**src/rtl/smartcount_pkg.sv**
```systemverilog
`default_nettype none
// +--------------------------------------------------------------------+
// | smartcount_pkg                                                     |
// | Shared constants and FSM encoding for the sensor scan scheduler.   |
// | Rev 1.0                                                            |
// +--------------------------------------------------------------------+
package smartcount_pkg;

    localparam int c_TIMEOUT_CYCLES = 1_500_000;
    localparam int c_OVR_W          = 8;

    localparam logic [2:0] c_ST_IDLE    = 3'd0;
    localparam logic [2:0] c_ST_ISSUE   = 3'd1;
    localparam logic [2:0] c_ST_WAIT    = 3'd2;
    localparam logic [2:0] c_ST_NEXT    = 3'd3;
    localparam logic [2:0] c_ST_PUBLISH = 3'd4;

endpackage
`default_nettype wire

```
**src/rtl/next_ch_finder.sv**
```systemverilog
`default_nettype none
// +--------------------------------------------------------------------+
// | next_ch_finder                                                     |
// | Returns the next set mask bit above cur, or the lowest set bit.    |
// | Rev 1.0                                                            |
// +--------------------------------------------------------------------+
module next_ch_finder #(
    parameter int NUM_CH = 4,
    parameter int CH_W   = 2
) (
    input  logic [NUM_CH-1:0] mask,
    input  logic [CH_W-1:0]   cur,
    input  logic              from_start,
    output logic [CH_W-1:0]   next_idx,
    output logic              found
);

    // Scan downwards so the lowest qualifying index is the last one written.
    always_comb begin
        next_idx = '0;
        found    = 1'b0;
        for (int i = NUM_CH - 1; i >= 0; i--) begin
            if (mask[i] && (from_start || (i > int'(cur)))) begin
                next_idx = CH_W'(i);
                found    = 1'b1;
            end
        end
    end

endmodule
`default_nettype wire

```
**src/rtl/sensor_scan_scheduler.sv**
```systemverilog
`default_nettype none
// +--------------------------------------------------------------------+
// | sensor_scan_scheduler                                              |
// | Tick-driven round-robin scan of sensor channels on one engine.     |
// | Rev 1.0                                                            |
// +--------------------------------------------------------------------+
module sensor_scan_scheduler
    import smartcount_pkg::*;
#(
    parameter int NUM_CH         = 4,
    parameter int CH_W           = 2,
    parameter int TIMEOUT_CYCLES = c_TIMEOUT_CYCLES,
    parameter int OVR_W          = c_OVR_W
) (
    input  logic              clk,
    input  logic              rst,
    input  logic              tick,
    input  logic              enable,
    input  logic [NUM_CH-1:0] ch_mask,
    output logic              start,
    output logic [CH_W-1:0]   sel,
    input  logic              done,
    output logic              abort,
    output logic              busy,
    output logic              round_done,
    output logic [NUM_CH-1:0] ok_mask,
    output logic [NUM_CH-1:0] to_mask,
    output logic [OVR_W-1:0]  overrun_cnt
);

    localparam logic [31:0] c_TIMER_LAST = 32'(TIMEOUT_CYCLES - 1);

    logic [2:0]        r_state;
    logic [CH_W-1:0]   r_sel;
    logic              r_start;
    logic              r_abort;
    logic              r_busy;
    logic              r_round_done;
    logic [NUM_CH-1:0] r_act_mask;
    logic [NUM_CH-1:0] r_wrk_ok;
    logic [NUM_CH-1:0] r_wrk_to;
    logic [NUM_CH-1:0] r_ok_mask;
    logic [NUM_CH-1:0] r_to_mask;
    logic [OVR_W-1:0]  r_overrun;
    logic [31:0]       r_timer;

    logic [NUM_CH-1:0] w_find_mask;
    logic              w_from_start;
    logic [CH_W-1:0]   w_next_ch;
    logic              w_found;
    logic              w_timeout;

    // One finder serves both round start (lowest bit of the live mask)
    // and channel advance (next bit of the latched mask).
    assign w_from_start = (r_state == c_ST_IDLE);
    assign w_find_mask  = w_from_start ? ch_mask : r_act_mask;
    assign w_timeout    = (r_timer == c_TIMER_LAST);

    next_ch_finder #(
        .NUM_CH (NUM_CH),
        .CH_W   (CH_W)
    ) u_finder (
        .mask       (w_find_mask),
        .cur        (r_sel),
        .from_start (w_from_start),
        .next_idx   (w_next_ch),
        .found      (w_found)
    );

    always_ff @(posedge clk) begin
        if (rst) begin
            r_state      <= c_ST_IDLE;
            r_sel        <= '0;
            r_start      <= 1'b0;
            r_abort      <= 1'b0;
            r_busy       <= 1'b0;
            r_round_done <= 1'b0;
            r_act_mask   <= '0;
            r_wrk_ok     <= '0;
            r_wrk_to     <= '0;
            r_ok_mask    <= '0;
            r_to_mask    <= '0;
            r_overrun    <= '0;
            r_timer      <= '0;
        end else begin
            r_start      <= 1'b0;
            r_abort      <= 1'b0;
            r_round_done <= 1'b0;

            if (tick && (r_state != c_ST_IDLE) && (r_overrun != '1)) begin
                r_overrun <= r_overrun + 1'b1;
            end

            case (r_state)
                c_ST_IDLE: begin
                    if (tick && enable && w_found) begin
                        r_act_mask <= ch_mask;
                        r_wrk_ok   <= '0;
                        r_wrk_to   <= '0;
                        r_sel      <= w_next_ch;
                        r_start    <= 1'b1;
                        r_busy     <= 1'b1;
                        r_state    <= c_ST_ISSUE;
                    end
                end
                c_ST_ISSUE: begin
                    r_timer <= '0;
                    r_state <= c_ST_WAIT;
                end
                c_ST_WAIT: begin
                    r_timer <= r_timer + 32'd1;
                    // done has priority over a coincident timeout
                    if (done) begin
                        r_wrk_ok[r_sel] <= 1'b1;
                        r_state         <= c_ST_NEXT;
                    end else if (w_timeout) begin
                        r_wrk_to[r_sel] <= 1'b1;
                        r_abort         <= 1'b1;
                        r_state         <= c_ST_NEXT;
                    end
                end
                c_ST_NEXT: begin
                    if (w_found) begin
                        r_sel   <= w_next_ch;
                        r_start <= 1'b1;
                        r_state <= c_ST_ISSUE;
                    end else begin
                        r_ok_mask    <= r_wrk_ok;
                        r_to_mask    <= r_wrk_to;
                        r_round_done <= 1'b1;
                        r_state      <= c_ST_PUBLISH;
                    end
                end
                c_ST_PUBLISH: begin
                    r_busy  <= 1'b0;
                    r_state <= c_ST_IDLE;
                end
                default: begin
                    r_busy  <= 1'b0;
                    r_state <= c_ST_IDLE;
                end
            endcase
        end
    end

    assign start       = r_start;
    assign sel         = r_sel;
    assign abort       = r_abort;
    assign busy        = r_busy;
    assign round_done  = r_round_done;
    assign ok_mask     = r_ok_mask;
    assign to_mask     = r_to_mask;
    assign overrun_cnt = r_overrun;

endmodule
`default_nettype wire
```
**config.mk**
```make
export PLATFORM = sky130hd
export DESIGN_NAME = sensor_scan_scheduler
export DESIGN_NICKNAME = d
export VERILOG_FILES = /design/src/rtl/smartcount_pkg.sv /design/src/rtl/next_ch_finder.sv /design/src/rtl/sensor_scan_scheduler.sv
export SDC_FILE = /design/constraint.sdc
export NUM_CORES = 1
export LEC_CHECK = 0
export ABC_AREA = 1
export CORE_MARGIN = 2
export CORE_UTILIZATION = 58
export DETAILED_ROUTE_END_ITERATION = 8
export PLACE_DENSITY = 0.83
export SLEW_MARGIN = 0
export SYNTH_ARGS = -nofsm -noshare
export SYNTH_HDL_FRONTEND = slang
export SYNTH_HIERARCHICAL = 1
export SYNTH_SLANG_ARGS = --single-unit
export TNS_END_PERCENT = 1
```
**constraint.sdc**
```tcl
create_clock -name clk -period 2.7 [get_ports clk]
set_input_delay 0.54 -clock clk [delete_from_list [all_inputs] [get_ports clk]]
set_output_delay 0.54 -clock clk [all_outputs]
set_load 0.005 [all_outputs]
```
; ---- Yosys cells after proc, flatten, opt, wreduce, memory -nomap -nowiden
; Index checks and enable logic that the tools add are counted.
[word_totals]
ff_bits = 69
inputBits = 9
[op_classes]
n_addsub = 2
magnitude_cmp = 5
n_eq_ne = 11
muxes = 33
n_bitwise = 6
n_reduce_logical = 27
[op_table]
columns = op, n
row1 = $pmux W32 S2, 1
row2 = $add A32 B1 Y32 const B, 1
row3 = $eq A32 B21 Y1 const B, 1
row4 = $mux W4, 5
row5 = $pmux W4 S2, 2
row6 = $mux W2, 6
row7 = $mux W3, 4
row8 = $pmux W3 S4, 1
row9 = $mux W1, 10
row10 = $ne A2 B2 Y1 const B, 5
row11 = $logic_and A1 B1 Y1, 9
row12 = $add A8 B1 Y8 const B, 1
row13 = $ne A8 B8 Y1 const B, 1
row14 = $or A4 B4 Y4, 2
row15 = $reduce_and A2 Y1, 4
row16 = $eq A3 B2 Y1 const B, 2
row17 = $reduce_and A3 Y1, 2
row18 = $reduce_bool A2 Y1, 3
row19 = $reduce_or A3 Y1, 2
row20 = $gt A2 B2 Y1 const A, 2
row21 = $not A1 Y1, 4
row22 = $pmux W1 S2, 2
row23 = $pmux W2 S2, 1
row24 = $reduce_and A4 Y1, 1
row25 = other kinds (10), 12

; ---- Longest topological paths before layout
[depth]
depth_word = 10
depth_mapped = 16
mapped_depth_nobuf = 15

; ---- By module
; The synthesis kept the hierarchy.
[modules_own_cells]
columns = mod, instances, cells_per_inst, area_each_um2
row1 = sensor_scan_scheduler, 1, 521, 3499.6
row2 = next_ch_finder, 1, 16, 80.1

; ---- Worst setup path before layout
; No wires, ideal clock.
[synth_timing]
kind = flip-flop to flip-flop
startpoint = reg r_state[0]
endpoint = reg r_act_mask[2]
setup_time_ns = 0.116
arrival_ns = 1.985
required_time_ns = 2.584
slack_ns = 0.599
stages_incl_launch_ff = 17
path_cell_list = dfxtp_1 nor2_2 nand2_1 inv_1 buf_2 nand2_1 o21ai_0 nand2_1 nand2_1 inv_2 nand3_1 nand3_1 nor2_4 inv_2 nand2_1 buf_2 o21ai_1
[synth_between]
elab_chain_len = 9
word_cells_on_any_way = 15
[synth_lines]
columns = element, line
row1 = start: declaration, sensor_scan_scheduler.sv:33  ; logic [2:0] r_state;
row2 = start signal: assignment, sensor_scan_scheduler.sv:72  ; r_state <= c_ST_IDLE;
row3 = start signal: assignment, sensor_scan_scheduler.sv:103  ; r_state <= c_ST_ISSUE;
row4 = start signal: assignment, sensor_scan_scheduler.sv:108  ; r_state <= c_ST_WAIT;
row5 = $logic_not A3 Y1, sensor_scan_scheduler.sv:55  ; assign w_from_start = (r_state == c_ST_IDLE);
row6 = net w_from_start, sensor_scan_scheduler.sv:48  ; logic w_from_start;
row7 = $mux W4, sensor_scan_scheduler.sv:56  ; assign w_find_mask = w_from_start ? ch_mask : r_act_mask;
row8 = net w_find_mask[3], sensor_scan_scheduler.sv:47  ; logic [NUM_CH-1:0] w_find_mask;
row9 = $logic_and A1 B1 Y1, next_ch_finder.sv:23  ; if (mask[i] && (from_start || (i > int'(cur)))) begin
row10 = $mux W1 (4 in series), next_ch_finder.sv:23
row11 = net w_found, sensor_scan_scheduler.sv:50  ; logic w_found;
row12 = $logic_and A1 B1 Y1, sensor_scan_scheduler.sv:96  ; if (tick && enable && w_found) begin
row13 = $reduce_and A2 Y1 (no line), --
row14 = end signal: assignment, sensor_scan_scheduler.sv:97  ; r_act_mask <= ch_mask;
row15 = end: declaration, sensor_scan_scheduler.sv:39  ; logic [NUM_CH-1:0] r_act_mask;
; The timed path passes the listed nets, and every way through them passes these cells.
; A chain may end at the register's enable or synchronous reset.

; ---- Final worst setup path
[layout_timing]
startpoint = reg r_state[0]
endpoint = reg r_act_mask[1]
[layout_between]
elab_chain_len = 9
word_cells_on_any_way = 15
[layout_lines]
columns = element, line
row1 = $logic_not A3 Y1, sensor_scan_scheduler.sv:55
row2 = $mux W4, sensor_scan_scheduler.sv:56
row3 = net w_find_mask[3], sensor_scan_scheduler.sv:47
row4 = $logic_and A1 B1 Y1, next_ch_finder.sv:23
row5 = $mux W1 (4 in series), next_ch_finder.sv:23
row6 = net w_found, sensor_scan_scheduler.sv:50
row7 = $logic_and A1 B1 Y1, sensor_scan_scheduler.sv:96
row8 = $reduce_and A2 Y1 (no line), --
; The timed path passes the listed nets, and every way through them passes these cells.

==> flow_summary.json <==
{
  "outcome": "finished clean",
  "rsz0062_at_grt": "no",
  "switching_share": 0.3760,
  "diodes": 0,
  "clkTransAtPathRegs_ps": 80,
  "drt_iter0_markers": 205,
  "crit_required_ps": 2920,
  "clkLatencyLatePin_ps": 350,
  "ant_nets": 0,
  "root_buffer": "clkbuf_8",
  "grt_max_degree": 44,
  "yosys_most_used_dff": "dfxtp_1",
  "p_total_mw": 2.717,
  "place.port_buffers": 30,
  "dieArea_um2": 6816,
  "rows": 28,
  "pwr-share-seq": 0.429,
  "rrSetupSlack_ps": 260,
  "end_kind": "flip-flop",
  "max_freq_mhz": 409.2,
  "synthArstFlopShare": 0,
  "cts_setup_buffers": 0,
  "peakVddDrop_v": 0.0006359,
  "power_density_nw_per_um2": 666.3,
  "critPathMaxFanout": 12,
  "placed_area_um2": 3902,
  "hold_path_class": "flip-flop to flip-flop",
  "ys_ff_latch": 69,
  "dp.final_hpwl_um": 5836,
  "setup_viol": 0,
  "vias": 3508,
  "clkPwrFrac": 0.277,
  "start_kind": "flip-flop",
  "p_leak_nw": 1.467,
  "holdPathStages": 2,
  "power_switching_mw": 1.022,
  "grt_usage": 0.2632,
  "viasPerCell": 5.439,
  "layout_setup_ws_ps": 256.4,
  "layout-drive-gt1-share": 0.09123,
  "min_period_ps": 2444,
  "floorplan.initialDensity": 0.6011,
  "worst_pin_slew_ps": 723.9,
  "synthesis.nets": 548,
  "cap_violations": 0,
  "core_region_area_um2": 5956,
  "drcViolationCount": 0,
  "yosys_warnings": 6,
  "arrival_ps": 2670,
  "fin_setup_tns_ps": 0,
  "grt_pass1_vias": 3141,
  "routedWlPerCell_um": 12.93,
  "finClkSkew_ps": 8.458,
  "seq_area_frac_synth": 0.3859,
  "worstSetupPathType": "flip-flop to flip-flop",
  "routabilityCongestion": 0.9383,
  "dp_slack_ps": 65.80,
  "fp.dieW_um": 82.56,
  "htreeDepth": 3,
  "reg2reg_depth": 14,
  "synth_edf_count": 0,
  "hold_viol": 0,
  "p_comb_frac": 0.294,
  "p_int_mw": 1.695,
  "antenna_found_initial": 0,
  "cts_buffer_depth": 2,
  "nets": 577,
  "synthToLayoutAreaGrowth_pct": 13.91,
  "drv_slew": 0,
  "relSlewSlack": 0.5167,
  "synth_cells": 537,
  "place_inst": 630,
  "finalInstanceArea_um2": 4078,
  "numCtsBuffers": 9,
  "grt_pass1_wl_um": 13750,
  "netlist_area_um2": 3580,
  "num-fill-cells": 537,
  "cts_tree": "built",
  "stdcell_count": 645,
  "fp.dieH_um": 82.56,
  "clock-sinks": 69,
  "overflow": 0,
  "syn_area_per_cell_um2": 6.666,
  "first_pass_iters": 5,
  "yosys.cell_types.count": 34,
  "period_share": 0.9050,
  "io_pins": 31,
  "wl_um": 8341
}
## critical path: stages (launching register included)
cell and delay [ps]:
dfxtp_1 340, nor2_2 140, nand2_1 140, inv_1 280, nand2_1 90, o21ai_0 130, nand2_1 90, nand2_1 80
inv_2 50, nand3_1 170, nand3_1 180, nor2_4 240, inv_2 60, nand2_2 200, o21ai_0 130
## layout by cell type, fill, tap and decap left out
master,synthesis,layout
o221a_2,1,1
nor4_1,1,1
nand3_1,36,36
o21a_1,3,3
inv_1,71,71
nand3b_1,3,3
xor2_1,1,1
clkbuf_8,2,10
nand4_1,7,7
ha_1,2,2
clkinvlp_4,0,1
a31oi_1,1,1
nor3_1,11,11
a22oi_1,5,5
o21ai_0,42,42
and2_1,1,1
dfxtp_1,69,69
a211oi_1,1,1
nand2_2,7,8
clkinv_4,0,1
xnor2_1,1,1
o21bai_1,1,1
nor2_4,6,6
nand2_1,121,120
nor3_4,1,1
a311oi_1,1,1
a21oi_2,1,1
nor2_2,7,7
clkdlybuf4s50_1,0,30
nor2_1,71,71
nand3_2,5,5
buf_4,2,3
inv_6,0,1
o21ai_1,3,3
inv_2,5,5
clkinv_2,0,2
a21oi_1,37,37
## flip-flops by register name, indices dropped and copies added, names as in the netlist
name	count
r_wrk_ok	4
abort	1
to_mask	4
round_done	1
r_timer	32
r_wrk_to	4
ok_mask	4
r_state	3
r_act_mask	4
sel	2
overrun_cnt	8
start	1
busy	1
## per-layer routing
layer	track usage	wire length [um]
met5	0	0
met4	0.07869	130
met3	0.07500	503
met2	0.4597	4021
met1	0.3128	3684
## synthesized netlist by cell type (5+ instances only)
cell type | n | area share
nand2_1 | 121 | 0.13
nor2_1 | 71 | 0.074
dfxtp_1 | 69 | 0.39
nor3_1 | 11 | 0.015
nand4_1 | 7 | 0.012
inv_2 | 5 | 0.0052
buf_2 | 8 | 0.011
a22oi_1 | 5 | 0.010
inv_1 | 71 | 0.074
nor2_4 | 6 | 0.019
a21oi_1 | 37 | 0.052
nand2_2 | 7 | 0.012
nand3_2 | 5 | 0.014
o21ai_0 | 42 | 0.059
nand3_1 | 36 | 0.050
nor2_2 | 7 | 0.012
## layout make-up
type | instances | area [um^2] | area share
clock buffers | 10 | 137.6 | 0.03375
clock inverters | 5 | 35.03 | 0.008592
inverters | 76 | 285.3 | 0.06996
multi-input cells | 377 | 1822 | 0.4468
flip-flops and latches | 69 | 1381 | 0.3388
well taps | 75 | 93.84 | 0.02301
repair buffers | 33 | 322.8 | 0.07917
## logic make-up after synthesis
| family | synth area share |
|---|---|
| AOI/OAI and AO/OA | 0.1454 |
| xor gates and xnor gates | 0.004894 |
| adders and majority gates | 0.006989 |
| buffers and inverters | 0.1059 |
| DFF | 0.3859 |
| and+or+nand+nor | 0.3509 |
## per-stage QoR
stage / hold WS (ps) / util
floorplan: 429.1 / -
global placement: 446.5 / 0.6553
detailed placement: 454.1 / 0.6553
CTS: 466.0 / 0.6842
global route: 480.3 / 0.6847
finish: 462.0 / 0.6847
## worst paths after layout
kind / from / endpoint
worst min-delay path: r_wrk_ok[2] / ok_mask[2]
worst max-delay path: r_state[0] / r_act_mask[1]
worst max register to register: r_state[0] / r_act_mask[1]
worst min register to register: r_wrk_ok[2] / ok_mask[2]
## what timing repair did
action / CTS / global route
endpoints found under the setup margin: 0 / 12
hold endpoints to repair: 0 / 0
hold buffers: 0 / 0
resized for setup: 0 / 1
## power groups by stage
| stage | combinational, mW | clock [mW] | sequential (mW) |
|---|---|---|---|
| final | 0.798 | 0.753 | 1.17 |
| after global routing | 0.899 | 0.804 | 1.18 |
| after CTS | 0.790 | 0.764 | 1.17 |
| after detailed placement | 0.782 | 0 | 1.19 |
| after global placement | 0.763 | 0 | 1.18 |
| after floorplan | 0.593 | 0 | 1.18 |
Power figures use the tool's default switching activity.
